`src/rtl/mrd_bank_sched.sv`:
```
// Bank scheduler for the mixed-radix DFT datapath.
// Moves NUM_BANKS memory banks through FREE -> FILL -> WAIT_CALC -> CALC ->
// WAIT_DRAIN -> DRAIN -> FREE with three round-robin pointers (write, calc,
// read). Because every pointer advances in the same ring order, frames leave
// in exactly the order they arrived.
// Start pulses and switch selects are decoded from registered state only, so
// a pulse is seen in the cycle after its bank reaches the waiting state, and
// the bank leaves that state on the same edge that ends the pulse.
module mrd_bank_sched #(
    parameter int NUM_BANKS = 2,
    parameter int BW        = $clog2(NUM_BANKS)
) (
    input  logic          clk,
    input  logic          rst,
    input  logic          sink_valid,
    input  logic          sink_sop,
    input  logic          sink_eop,
    output logic          sink_ready,
    output logic [BW-1:0] sw_in,
    output logic          calc_start,
    output logic [BW-1:0] calc_bank,
    input  logic          calc_done,
    output logic          drain_start,
    output logic [BW-1:0] sw_out,
    input  logic          source_valid,
    input  logic          source_ready,
    input  logic          source_eop,
    output logic [BW:0]   occupancy,
    output logic [2:0]    err_pulse
);

    typedef enum logic [2:0] {
        FREE       = 3'd0,
        FILL       = 3'd1,
        WAIT_CALC  = 3'd2,
        CALC       = 3'd3,
        WAIT_DRAIN = 3'd4,
        DRAIN      = 3'd5
    } bank_state_t;

    localparam logic [BW-1:0] LAST_BANK = BW'(NUM_BANKS - 1);

    bank_state_t   state_q [NUM_BANKS];
    bank_state_t   state_d [NUM_BANKS];
    logic [BW-1:0] wr_ptr_q, wr_ptr_d;
    logic [BW-1:0] calc_ptr_q, calc_ptr_d;
    logic [BW-1:0] rd_ptr_q, rd_ptr_d;
    logic [BW:0]   occupancy_q, occupancy_d;
    logic [2:0]    err_q, err_d;

    logic calc_busy;
    logic drain_busy;
    logic accept;
    logic drain_end;

    // Ring increment: pointers wrap at NUM_BANKS, which need not be a power of two.
    function automatic logic [BW-1:0] ptr_inc(input logic [BW-1:0] p);
        return (p == LAST_BANK) ? '0 : p + BW'(1);
    endfunction

    // Detect whether the single compute slot and the single drain slot are taken.
    always_comb begin
        calc_busy  = 1'b0;
        drain_busy = 1'b0;
        for (int i = 0; i < NUM_BANKS; i++) begin
            if (state_q[i] == CALC)  calc_busy  = 1'b1;
            if (state_q[i] == DRAIN) drain_busy = 1'b1;
        end
    end

    // Handshake and start decode, all from registered state (no input feedthrough).
    always_comb begin
        sink_ready  = (state_q[wr_ptr_q] == FREE) || (state_q[wr_ptr_q] == FILL);
        accept      = sink_valid && sink_ready;
        calc_start  = (state_q[calc_ptr_q] == WAIT_CALC) && !calc_busy;
        drain_start = (state_q[rd_ptr_q] == WAIT_DRAIN) && !drain_busy;
        drain_end   = source_valid && source_ready && source_eop && drain_busy;
    end

    // Next bank states, pointers, occupancy and error pulses. The fill, calc and
    // drain updates touch banks in disjoint states, so they never collide.
    always_comb begin
        state_d     = state_q;
        wr_ptr_d    = wr_ptr_q;
        calc_ptr_d  = calc_ptr_q;
        rd_ptr_d    = rd_ptr_q;
        err_d       = 3'b000;
        occupancy_d = '0;

        if (accept) begin
            case (state_q[wr_ptr_q])
                FREE: begin
                    if (!sink_sop) begin
                        err_d[0] = 1'b1;
                    end else if (sink_eop) begin
                        state_d[wr_ptr_q] = WAIT_CALC;
                        wr_ptr_d          = ptr_inc(wr_ptr_q);
                    end else begin
                        state_d[wr_ptr_q] = FILL;
                    end
                end
                FILL: begin
                    // A repeated sop restarts the fill in place; the bank stays in FILL.
                    if (sink_sop) err_d[1] = 1'b1;
                    if (sink_eop) begin
                        state_d[wr_ptr_q] = WAIT_CALC;
                        wr_ptr_d          = ptr_inc(wr_ptr_q);
                    end
                end
                default: ;
            endcase
        end

        if (calc_start) state_d[calc_ptr_q] = CALC;

        // The CALC bank is always the one at calc_ptr; a done pulse coinciding
        // with calc_start finds no active calc and is rejected.
        if (calc_done) begin
            if (calc_busy) begin
                state_d[calc_ptr_q] = WAIT_DRAIN;
                calc_ptr_d          = ptr_inc(calc_ptr_q);
            end else begin
                err_d[2] = 1'b1;
            end
        end

        if (drain_start) state_d[rd_ptr_q] = DRAIN;

        if (drain_end) begin
            state_d[rd_ptr_q] = FREE;
            rd_ptr_d          = ptr_inc(rd_ptr_q);
        end

        for (int i = 0; i < NUM_BANKS; i++) begin
            if (state_d[i] != FREE) occupancy_d = occupancy_d + (BW+1)'(1);
        end
    end

    // State registers; reset discards every bank and in-flight frame.
    always_ff @(posedge clk) begin
        if (rst) begin
            for (int i = 0; i < NUM_BANKS; i++) state_q[i] <= FREE;
            wr_ptr_q    <= '0;
            calc_ptr_q  <= '0;
            rd_ptr_q    <= '0;
            occupancy_q <= '0;
            err_q       <= 3'b000;
        end else begin
            state_q     <= state_d;
            wr_ptr_q    <= wr_ptr_d;
            calc_ptr_q  <= calc_ptr_d;
            rd_ptr_q    <= rd_ptr_d;
            occupancy_q <= occupancy_d;
            err_q       <= err_d;
        end
    end

    assign sw_in     = wr_ptr_q;
    assign calc_bank = calc_ptr_q;
    assign sw_out    = rd_ptr_q;
    assign occupancy = occupancy_q;
    assign err_pulse = err_q;

endmodule

```
`config.mk`:
```
export PLATFORM = sky130hd
export DESIGN_NAME = mrd_bank_sched
export DESIGN_NICKNAME = d
export VERILOG_FILES = /design/src/rtl/mrd_bank_sched.sv
export SDC_FILE = /design/constraint.sdc
export NUM_CORES = 1
export LEC_CHECK = 0
export BUFFER_PORTS_ARGS = -buffer_cell sky130_fd_sc_hd__buf_4
export CORE_MARGIN = 4
export CORE_UTILIZATION = 50
export DETAILED_ROUTE_END_ITERATION = 8
export GPL_ROUTABILITY_DRIVEN = 0
export PLACE_DENSITY = 0.74
export SYNTH_ARGS = -nofsm -noshare
export SYNTH_HDL_FRONTEND = slang
export SYNTH_SLANG_ARGS = --single-unit
```
`constraint.sdc`:
```
create_clock -name clk -period 1.95 [get_ports clk]
set_input_delay 0.39 -clock clk [delete_from_list [all_inputs] [get_ports clk]]
set_output_delay 0.39 -clock clk [all_outputs]
set_load 0.02 [all_outputs]
```
[After elaboration in Yosys (flattened, before gate mapping)]
Cells that the tools add are included.
Word-level totals
  flip-flop bits (word level): 14
  bits of input ports: 9
  output and inout port bits: 11
  word-level logic and storage cells: 112
Cells by class
  add/subtract/negate cells: 4
  $lt $le $gt $ge: 6
  eq/ne operators: 8
  muxes and demuxes: 40
  bitwise operators: 24
  reductions and logical operators: 21
Operators by type and width (count)
  6-bit two-way mux: 9
  3-bit two-way mux: 12
  1-bit two-way mux: 13
  4-bit AND: 3
  4-bit inverter: 3
  6-bit case mux with 2 select lines: 1
  3-bit demux with 1-bit select: 3
  3-bit by 2-bit == test with 1-bit output, second input constant: 3
  3-bit == test, second input constant: 3
  1-bit logical AND: 9
  4-bit bitwise OR: 2
  6-bit AND: 1
  2-bit greater-or-equal comparator, second input constant: 3
  2-bit by 1-bit < comparator with 1-bit output, second input constant: 3
  1-bit inverter with 2-bit output: 3
  6-bit inverter: 1
  2-bit bitwise OR: 3
  3-bit nonzero test: 2
  3-bit OR reduction: 2
  2-bit AND: 2
  1-bit inverter: 4
  2-bit inverter: 2
  1-bit adder, second input constant: 3
  3-bit by 1-bit == test with 1-bit output, second input constant: 1
  11 further kinds: 12

[Depth between registers and ports, before layout]
Gate-level depths: netlist of run 1.
  depth after elaboration: 24
  depth in mapped cells: 8
  depth with buffers taken out: 6

[Least setup slack after synthesis of run 1]
Ideal clock, no wire load.
  path kind: reg2reg
  start point: register wr_ptr_q (netlist: sw_in)
  end point: register occupancy_q[0] (netlist: occupancy[0])
  library setup time: 0.072 ns
  data arrival time: 1.740 ns
  setup slack: 0.138 ns
  cell stages (with the launch flop): 8
  buffers on the path: 1
  clock period less this slack: 1.812 ns
  path through: dfxtp_1 > buf_2 > nor3b_2 > o21ai_1 > o31a_1 > nor4_1 > o22a_2 > mux2i_1
On the way
  longest elaborated chain between the ends: 24
Ends and longest elaborated chain
  from (decl): RTL line 45  | logic [BW-1:0] wr_ptr_q, wr_ptr_d;
  from (signal assigned): RTL line 150  | wr_ptr_q <= wr_ptr_d;
  1-bit inverter with 2-bit output (implied by the code) (*)
  2-bit greater-or-equal comparator (implied by the code) or 2-bit by 1-bit < comparator with 1-bit output (tied branches): RTL line 96, 99, 106
  1-bit logical AND (implied by the code): RTL line 96, 99, 106
  3-bit two-way mux (implied by the code): RTL line 96, 99, 106
  3-bit demux with 1-bit select: RTL line 96, 99, 106
  4-bit inverter (no line)
  4-bit AND (no line)
  6-bit two-way mux: RTL line 95  | end else if (sink_eop) begin
  [8 not listed]
  4-bit bitwise OR (no line) or 2-bit AND (tied branches)
  6-bit two-way mux (*): RTL line 127  | if (drain_start) state_d[rd_ptr_q] = DRAIN;
  6-bit AND (no line)
  6-bit two-way mux (*): RTL line 129  | if (drain_end) begin
  3-bit nonzero test: RTL line 135  | if (state_d[i] != FREE) occupancy_d = occupancy_d + (BW+1)'(1);
  1-bit two-way mux: RTL line 135
  2-bit by 1-bit adder with 2-bit output: RTL line 135
  2-bit two-way mux (*): RTL line 135
  to (signal assigned): RTL line 153  | occupancy_q <= occupancy_d;
  to (decl): RTL line 48  | logic [BW:0] occupancy_q, occupancy_d;
Every way passes the cells marked *; elsewhere a longest branch is shown, timed or not. The select of a mux whose other input is x is not followed.
A chain may end at the register's enable or synchronous reset.

[Worst setup path after layout of run 1]
  start point: register state_q[4] (netlist bit)
  end point: output port calc_start
On the way
  longest elaborated chain between the ends: 5
Ends and longest elaborated chain
  from (decl): RTL line 43  | bank_state_t state_q [NUM_BANKS];
  from (signal assigned): RTL line 149  | state_q <= state_d;
  3-bit two-way mux (implied by the code) or 3-bit by 2-bit == test with 1-bit output (tied branches): RTL line 75, 66
  3-bit two-way mux (implied by the code) or 1-bit two-way mux (tied branches) (2 in a row): RTL line 75, 66
  3-bit by 2-bit == test with 1-bit output or 1-bit zero test (tied branches): RTL line 75  | calc_start = (state_q[calc_ptr_q] == WAIT_CALC) && !calc_busy;
  1-bit logical AND (*): RTL line 75
  to (decl): RTL line 20  | output logic calc_start,
Marked as above.

==> impl_metrics.json, run 1 <==
{
  "worst_pin_slew_ns": 0.3997,
  "synth_area_per_cell_um2": 7.924,
  "cp.required_ns": 1.56,
  "slowest_delay_ns": 0.41,
  "coreArea_um2": 1802,
  "drt-wirelength-per-cell_um": 14.52,
  "cts.sink_count": 14,
  "end_kind": "output port",
  "status": "finished clean",
  "critPathMaxFanout": 8,
  "use_met3": 0.03989,
  "dp_cells": 169,
  "cts-root-buf": "clkbuf_4",
  "antenna_found_initial": 0,
  "vias": 1044,
  "grt_pass1_wl_mm": 4.312,
  "synth.mux.area_fraction": 0.01003,
  "clk_latency_ns": 0.28,
  "rsz0062_at_grt": "true",
  "max_slew_margin": 0.7298,
  "drt-vias-per-instance": 6.035,
  "yosys-top-cells-area": "dfxtp_1 28%, nor2_1 5.3%, nor4_1 4.4%, nand2_1 4.1%, a21oi_1 4.0%",
  "worstPathArrival_ns": 1.43,
  "nets": 158,
  "ant_nets": 0,
  "placed_area_um2": 1177,
  "grt_max_degree": 16,
  "ys_seq_elements": 14,
  "n_antenna_cell": 0,
  "cts_buffers": 3,
  "cap_violations": 0,
  "crit_chain": "buf_4 -> nand3b_1 -> o21ai_1 -> a21oi_1 -> buf_4",
  "synthSimpleGateAreaFrac": 0.4085,
  "yosys.area_share.adder": 0,
  "post-route-period-util": 0.9357,
  "ys_types": 51,
  "p_per_area_nw_per_um2": 706.3,
  "timing.critical_path.slowest_stage_cell": "dfxtp_2",
  "area_delta_synth_final_pct": 22.68,
  "synth-main-ff-cell": "dfxtp_1",
  "finalSetupViolations": 0,
  "synth_xor_area_frac": 0.01754,
  "maxSlewViolCount": 0,
  "use_met2": 0.3202,
  "grt_overflow": 0,
  "peakVddDrop_uv": 458.4,
  "period_needed_ns": 1.825,
  "syn_area_um2": 998.5,
  "synth_top_area_share": 0.2807,
  "yosysWarnings": 0,
  "firstDrtPassIters": 4,
  "syn_inst": 126,
  "design_area_um2": 1225,
  "synth_edf_count": 0,
  "drtIter0Drc": 31,
  "final-hold-violation-count": 0,
  "drc": 0,
  "hp-class": "in2reg",
  "ys_seq_area_frac": 0.2807,
  "cts_tree": "yes",
  "die_w_um": 52.69,
  "dieArea_um2": 2776,
  "synthArstFlopShare": 0,
  "rows": 15,
  "place_ws_ns": 0.01193,
  "design_power_total_uw": 865.2,
  "synth_top_family_by_area": "simple AND/OR/NAND/NOR gates",
  "io_pins": 20,
  "dpl.hpwl_mm": 1.893,
  "stdcell_count": 173,
  "syn-num-nets": 135,
  "start_util": 0.5542,
  "fin_skew_ns": 0.001771,
  "cts_buffer_depth": 2,
  "crit_type": "reg2out",
  "io_buffer_count": 19,
  "finalWirelength_mm": 2.512,
  "path_clk_slew_ns": 0.09,
  "finalSetupTns_ns": 0,
  "p_leak_nw": 0.5148,
  "drive_above_1_share": 0.3176,
  "grt_pass1_vias": 994,
  "die_h_um": 52.69,
  "grt_usage": 0.2113,
  "grt.busiest_layer": "met2",
  "synth_compound_gate_area_share": 0.2206,
  "use_met1": 0.2680,
  "fillerInstances": 162,
  "post-cts-setup-buffers": 0,
  "path_common_cell": "buf_4",
  "synth_top_area_cell": "dfxtp_1",
  "cts.htree.levels": 1,
  "setup_ws_ns": 0.1255,
  "fmax_mhz": 548.1,
  "startpoint_type": "flop"
}
-- worst max-delay path, delay by kind of cell (launching register included) --
kind	cells	cell delay, ns
and+or+nand+nor	1	0.13
DFF	1	0.41
AOI/OAI and AO/OA	2	0.28
buffers and inverters	2	0.34
-- cells in the mapped netlist (2+ instances only) --
library cell / instances
a21oi_1: 8
a31oi_1: 3
and3b_1: 3
buf_2: 5
buf_4: 2
dfxtp_1: 14
inv_1: 2
nand2_1: 11
nand2b_1: 3
nand3b_1: 3
nor2_1: 14
nor2b_1: 3
nor3_1: 3
nor3b_1: 2
nor4_1: 7
nor4b_1: 2
o21a_1: 2
o21ai_0: 4
or2_1: 2
or3_1: 2
-- registers in the layout (all words and copies together), names as in the netlist --
register	cells
err_pulse	3
sw_in	1
state_q	6
sw_out	1
occupancy	2
calc_bank	1
-- final timing paths --
| check | from | to | slack (ns) | depth (start not counted) |
|---|---|---|---|---|
| worst max-delay path | state_q[4]$_SDFF_PP0_ | calc_start | 0.13 | 5 |
| worst min-delay path | sink_sop | err_pulse[0]$_SDFF_PP0_ | 0.32 | 2 |
| worst max register to register | state_q[4]$_SDFF_PP0_ | occupancy[0]$_SDFF_PP0_ | 0.14 | 7 |
| worst min register to register | state_q[5]$_SDFF_PP0_ | state_q[5]$_SDFF_PP0_ | 0.60 | 2 |
-- final cells by class --
cell class              count  area, um^2  area share
clock buffers               4       36.28     0.02962
flip-flops and latches     14       291.5      0.2380
inverters                   2       7.507    0.006129
repair buffers             27       202.7      0.1655
well taps                  25       31.28     0.02554
multi-input cells         101       655.6      0.5352
-- placed cells by master, fill, tap and decap left out, types with 3 or more instances in the layout --
cell      instances
a21oi_1           8
a31oi_1           3
and3b_1           3
buf_4            27
clkbuf_4          3
dfxtp_1           7
dfxtp_2           6
nand2_1          11
nand2b_1          3
nand3b_1          3
nor2_1           14
nor2b_1           3
nor3_1            3
nor4_1            7
o21ai_1           3
-- power breakdown --
| part | switching [mW] | total, mW | leakage, nW | internal, mW |
|---|---|---|---|---|
| sequential | 0.0311 | 0.341 | 0.117 | 0.310 |
| clock | 0.0979 | 0.212 | 0.0210 | 0.114 |
| combinational | 0.157 | 0.313 | 0.376 | 0.155 |
| total | 0.286 | 0.865 | 0.515 | 0.579 |
-- metrics by stage --
stage          utilization  hold WS [ns]
2_1_floorplan            -        0.4731
3_3_place_gp        0.6535        0.5973
3_5_place_dp        0.6535        0.6234
4_1_cts             0.6750        0.3118
5_1_grt             0.6799        0.3108
6_report            0.6799        0.3222
-- layer usage --
| metal | up-vias | part of all wire |
|---|---|---|
| met1 | 481 | 0.46 |
| li1 | 517 | - |
| met5 | - | 0 |
| met4 | 0 | 0.020 |
| met3 | 6 | 0.059 |
| met2 | 40 | 0.46 |
-- kinds of logic (layout without fill, tap and decap cells) --
kind of cell | count (synthesis) | count (layout)
AND/OR/NAND/NOR | 67 | 67
XOR/XNOR | 2 | 2
flip-flops | 14 | 14
AO/OA/AOI/OAI | 31 | 31
multiplexers | 1 | 1
buffers and inverters | 11 | 33
-- timing repair --
item	4_1_cts	5_1_grt
resized for setup	3	7
setup endpoints to repair	3	4
cloned	0	0
hold buffers	0	0
Power figures use the tool's default switching activity.
==> run 2, diff against run 1 <==
--- a/config.mk
+++ b/config.mk
@@ -13,2 +13,3 @@
 export PLACE_DENSITY = 0.74
+export REMOVE_ABC_BUFFERS = 1
 export SYNTH_ARGS = -nofsm -noshare
--- a/constraint.sdc
+++ b/constraint.sdc
@@ -3,2 +3,2 @@
 set_output_delay 0.39 -clock clk [all_outputs]
-set_load 0.02 [all_outputs]
+set_load 0.05 [all_outputs]
==> impl_metrics.json, run 2 (synthesis gave the netlist of run 1 again) <==
{
  "nets": 164,
  "stdcell_count": 179,
  "status": "finished clean",
  "p_int_uw": 588.9,
  "post-route-period-util": 0.9802,
  "timing.critical_path.slowest_stage_cell": "dfxtp_4",
  "worst_pin_slew_ns": 0.4148,
  "cp.required_ns": 1.56,
  "max_slew_margin": 0.7195,
  "vias": 1121,
  "grt_overflow": 0,
  "mostFrequentLayoutCell": "buf_4",
  "startpoint_type": "flop",
  "hold_buffers": 0,
  "drtIter0Drc": 36,
  "design_area_um2": 1292,
  "grt_pass1_vias": 1043,
  "fin_skew_ns": 0.001559,
  "grt_usage": 0.2394,
  "drt-vias-per-instance": 6.263,
  "p_comb_frac": 0.410,
  "drive_above_1_share": 0.3701,
  "die_h_um": 52.69,
  "firstDrtPassIters": 4,
  "rows": 15,
  "finalSetupViolations": 0,
  "antenna_found_initial": 0,
  "maxSlewViolCount": 0,
  "clk_latency_ns": 0.30,
  "cts_tree": "yes",
  "clockPowerShare": 0.233,
  "end_kind": "output port",
  "final-hold-violation-count": 0,
  "cts.sink_count": 14,
  "p_switching_uw": 360.8,
  "drt-wirelength-per-cell_um": 16.56,
  "grt_max_degree": 15,
  "rrSetupSlack_ns": 0.09,
  "ant_nets": 0,
  "io_pins": 20,
  "whs_ns": 0.3121,
  "cts_buffer_depth": 2,
  "dpl.hpwl_mm": 2.066,
  "slowest_delay_ns": 0.45,
  "top_register": "state_q",
  "worstPathArrival_ns": 1.52,
  "fillerInstances": 154,
  "dieArea_um2": 2776,
  "p_per_area_nw_per_um2": 734.8,
  "io_buffer_count": 19,
  "crit_chain": "nor2b_1 -> nand2_1 -> o21ai_0 -> and3_1 -> buf_4",
  "cap_violations": 0,
  "switching_share": 0.3799,
  "p_leak_nw": 0.5513,
  "period_needed_ns": 1.911,
  "hp-class": "in2reg",
  "rsz0062_at_grt": "true",
  "cts_buffers": 3,
  "largest_reg_flops": 6,
  "seqPwrFrac": 0.357,
  "die_w_um": 52.69,
  "dp_cells": 174,
  "fmax_mhz": 523.2,
  "cts.htree.levels": 1,
  "setup_ws_ns": 0.03868,
  "path_clk_slew_ns": 0.09,
  "coreArea_um2": 1802,
  "seq_area_um2": 294.0,
  "cts-root-buf": "clkbuf_4",
  "crit_type": "reg2out",
  "area_delta_synth_final_pct": 29.45,
  "place_ws_ns": -0.02842,
  "mostFrequentLayoutCells": "33 x buf_4, 14 x nor2_1, 11 x nand2_1",
  "grt_pass1_wl_mm": 4.761,
  "finalWirelength_mm": 2.964,
  "n_antenna_cell": 0,
  "drc": 0,
  "placed_area_um2": 1215,
  "peakVddDrop_uv": 707.1,
  "multi_input_area_um2": 675.6,
  "start_util": 0.5542,
  "critPathMaxFanout": 14
}
[run 2: final timing paths]
| check | from | end | cells after the start |
|---|---|---|---|
| max | state_q[2]$_SDFF_PP0_ | drain_start | 5 |
| min | calc_done | state_q[1]$_SDFF_PP0_ | 2 |
| max reg2reg | state_q[0]$_SDFF_PP0_ | occupancy[0]$_SDFF_PP0_ | 6 |
| min reg2reg | sw_out$_SDFFE_PP0P_ | state_q[0]$_SDFF_PP0_ | 2 |
[run 2: power by group through the flow]
| stage | Combinational (mW) | Sequential (mW) | Clock (mW) |
|---|---|---|---|
| after floorplan | 0.191 | 0.397 | 0 |
| after global placement | 0.361 | 0.343 | 0 |
| after detailed placement | 0.371 | 0.344 | 0 |
| after CTS | 0.372 | 0.338 | 0.224 |
| after global routing | 0.418 | 0.343 | 0.244 |
| final | 0.389 | 0.339 | 0.222 |
[run 2: metrics by stage]
step                      power (mW)   TNS, ns    util
final                         0.9498         0  0.7174
after global routing           1.005  -0.03115  0.7174
after CTS                     0.9349         0  0.6972
after detailed placement      0.7151  -0.02842  0.6743
after global placement        0.7044         0  0.6743
after floorplan               0.5879   -0.6372       -
[run 2: cell type report]
class | count | area share
repair buffers | 33 | 0.1917
inverters | 2 | 0.005808
clock buffers | 4 | 0.02807
multi-input cells | 101 | 0.5227
flip-flops and latches | 14 | 0.2275
well taps | 25 | 0.02420
[run 2: critical path, delay by kind of cell (launching register included)]
kind	cells	cell delay (ns)
AO/OA/AOI/OAI	1	0.10
buffers and inverters	1	0.19
flip-flops	1	0.45
AND/OR/NAND/NOR	3	0.47
[run 2: timing repair]
| item | 4_1_cts | 5_1_grt |
|---|---|---|
| buffers inserted | 0 | 1 |
| gates resized for setup | 5 | 9 |
| endpoints found under the setup margin | 3 | 6 |
| cloned | 0 | 0 |
| pin swaps | 0 | 0 |
[run 2: routing by layer]
layer / routed length, um / global-route usage / share of wire
met3: 151 / 0.05698 / 0.051
met4: 69 / 0.1489 / 0.023
met5: 0 / 0 / 0
met1: 1221 / 0.2671 / 0.41
met2: 1522 / 0.4029 / 0.51
==> run 3, diff against run 2 <==
- PLACE_DENSITY: 0.74 -> default
- PLACE_DENSITY_LB_ADDON: default -> 0.12
==> impl_metrics.json, run 3 (synthesis gave the netlist of run 1 again) <==
{
  "p_per_area_nw_per_um2": 725.8,
  "nets": 160,
  "cts.sink_count": 14,
  "grt_usage": 0.2190,
  "largest_reg_flops": 6,
  "path_common_cell": "buf_4",
  "start_util": 0.5542,
  "cts_buffer_depth": 2,
  "fin_skew_ns": 0.002000,
  "coreArea_um2": 1802,
  "worstPathArrival_ns": 1.48,
  "grt_pass1_vias": 1023,
  "fmax_mhz": 533.6,
  "cts.htree.levels": 1,
  "max_slew_margin": 0.7288,
  "dpl.hpwl_mm": 1.977,
  "top_register": "state_q",
  "peakVddDrop_uv": 503.4,
  "final-hold-violation-count": 0,
  "status": "finished clean",
  "dieArea_um2": 2776,
  "finalSetupViolations": 0,
  "mostFrequentLayoutCell": "buf_4",
  "cap_violations": 0,
  "design_power_total_uw": 917.2,
  "grt_pass1_wl_mm": 4.505,
  "cp.required_ns": 1.56,
  "drt-vias-per-instance": 6.103,
  "end_kind": "output port",
  "maxSlewViolCount": 0,
  "crit_family": "simple AND/OR/NAND/NOR gates",
  "slowest_delay_ns": 0.39,
  "dp_cells": 171,
  "crit_chain": "buf_4 -> or3_1 -> nand2_1 -> buf_4",
  "path_clk_slew_ns": 0.08,
  "vias": 1068,
  "io_pins": 20,
  "die_h_um": 52.69,
  "drive_above_1_share": 0.3400,
  "critPathMaxFanout": 11,
  "worst_pin_slew_ns": 0.4011,
  "grt_max_degree": 16,
  "ant_nets": 0,
  "startpoint_type": "flop",
  "drtIter0Drc": 37,
  "finalSetupTns_ns": 0,
  "post-cts-setup-buffers": 0,
  "stdcell_count": 175,
  "firstDrtPassIters": 4,
  "rows": 15,
  "timing.critical_path.slowest_stage_cell": "dfxtp_4",
  "drc": 0,
  "crit_type": "reg2out",
  "crit_buf_inv": 2,
  "cts-root-buf": "clkbuf_4",
  "area_delta_synth_final_pct": 26.57,
  "period_needed_ns": 1.874,
  "p_leak_nw": 0.5317,
  "hold_buffers": 0,
  "post-route-period-util": 0.9611,
  "clk_latency_ns": 0.28,
  "fin_util": 0.7014,
  "cts_buffers": 3,
  "drt-wirelength-per-cell_um": 15.33,
  "n_antenna_cell": 0,
  "rsz0062_at_grt": "true",
  "io_buffer_count": 19,
  "grt_overflow": 0,
  "finalWirelength_mm": 2.683,
  "antenna_found_initial": 0,
  "die_w_um": 52.69,
  "mostFrequentLayoutCells": "29 x buf_4, 14 x nor2_1, 11 x nand2_1",
  "hp-class": "in2reg",
  "cts_tree": "yes"
}
-- run 3: final timing paths --
check	startpoint	endpoint	slack, ns	cells past startpoint
min	calc_done	state_q[1]$_SDFF_PP0_	0.34	2
min reg2reg	state_q[1]$_SDFF_PP0_	state_q[1]$_SDFF_PP0_	0.58	2
max reg2reg	state_q[1]$_SDFF_PP0_	state_q[3]$_SDFF_PP0_	0.09	5
max	sw_in$_SDFFE_PP0P_	sink_ready	0.08	4
-- run 3: metal layers --
| layer | up-vias | wire, um | global-route usage |
|---|---|---|---|
| met5 | - | 0 | 0 |
| met4 | 0 | 29 | 0.07234 |
| met3 | 5 | 200 | 0.05128 |
| met2 | 51 | 1337 | 0.3926 |
| met1 | 493 | 1116 | 0.2509 |
| li1 | 519 | - | - |
-- run 3: what timing repair did --
action | 4_1_cts | 5_1_grt
setup endpoints to repair | 5 | 6
gates cloned | 0 | 0
resized for setup | 4 | 9
-- run 3: worst register-to-register path: stages, from the launching register on --
cell       delay (ns)
dfxtp_2          0.45
and3b_1          0.22
or4_4            0.49
o221ai_2         0.08
nor2_1           0.08
a2111oi_1        0.41
-- run 3: per-stage QoR --
step | hold slack (ns) | setup slack (ns) | area, um^2
2_1_floorplan | 0.4624 | -0.2261 | 943.4
3_3_place_gp | 0.6105 | 0.06884 | 1192
3_5_place_dp | 0.6187 | -0.05851 | 1192
4_1_cts | 0.3299 | 0.02168 | 1234
5_1_grt | 0.3385 | -0.01564 | 1264
6_report | 0.3351 | 0.07582 | 1264
-- run 3: area by class of cell --
| type | instances | area, um^2 |
|---|---|---|
| inverter | 2 | 7.507 |
| fill | 154 | 538.0 |
| sequential | 14 | 296.5 |
| timing repair buffer | 29 | 217.7 |
| tap | 25 | 31.28 |
| multi-input combinational | 101 | 674.4 |
| clock buffer | 4 | 36.28 |
-- run 3: where the power goes --
group / leakage [nW] / internal (mW) / switching (mW)
combinational: 0.393 / 0.157 / 0.205
sequential: 0.118 / 0.309 / 0.0378
clock: 0.0210 / 0.114 / 0.0948
total: 0.532 / 0.579 / 0.338
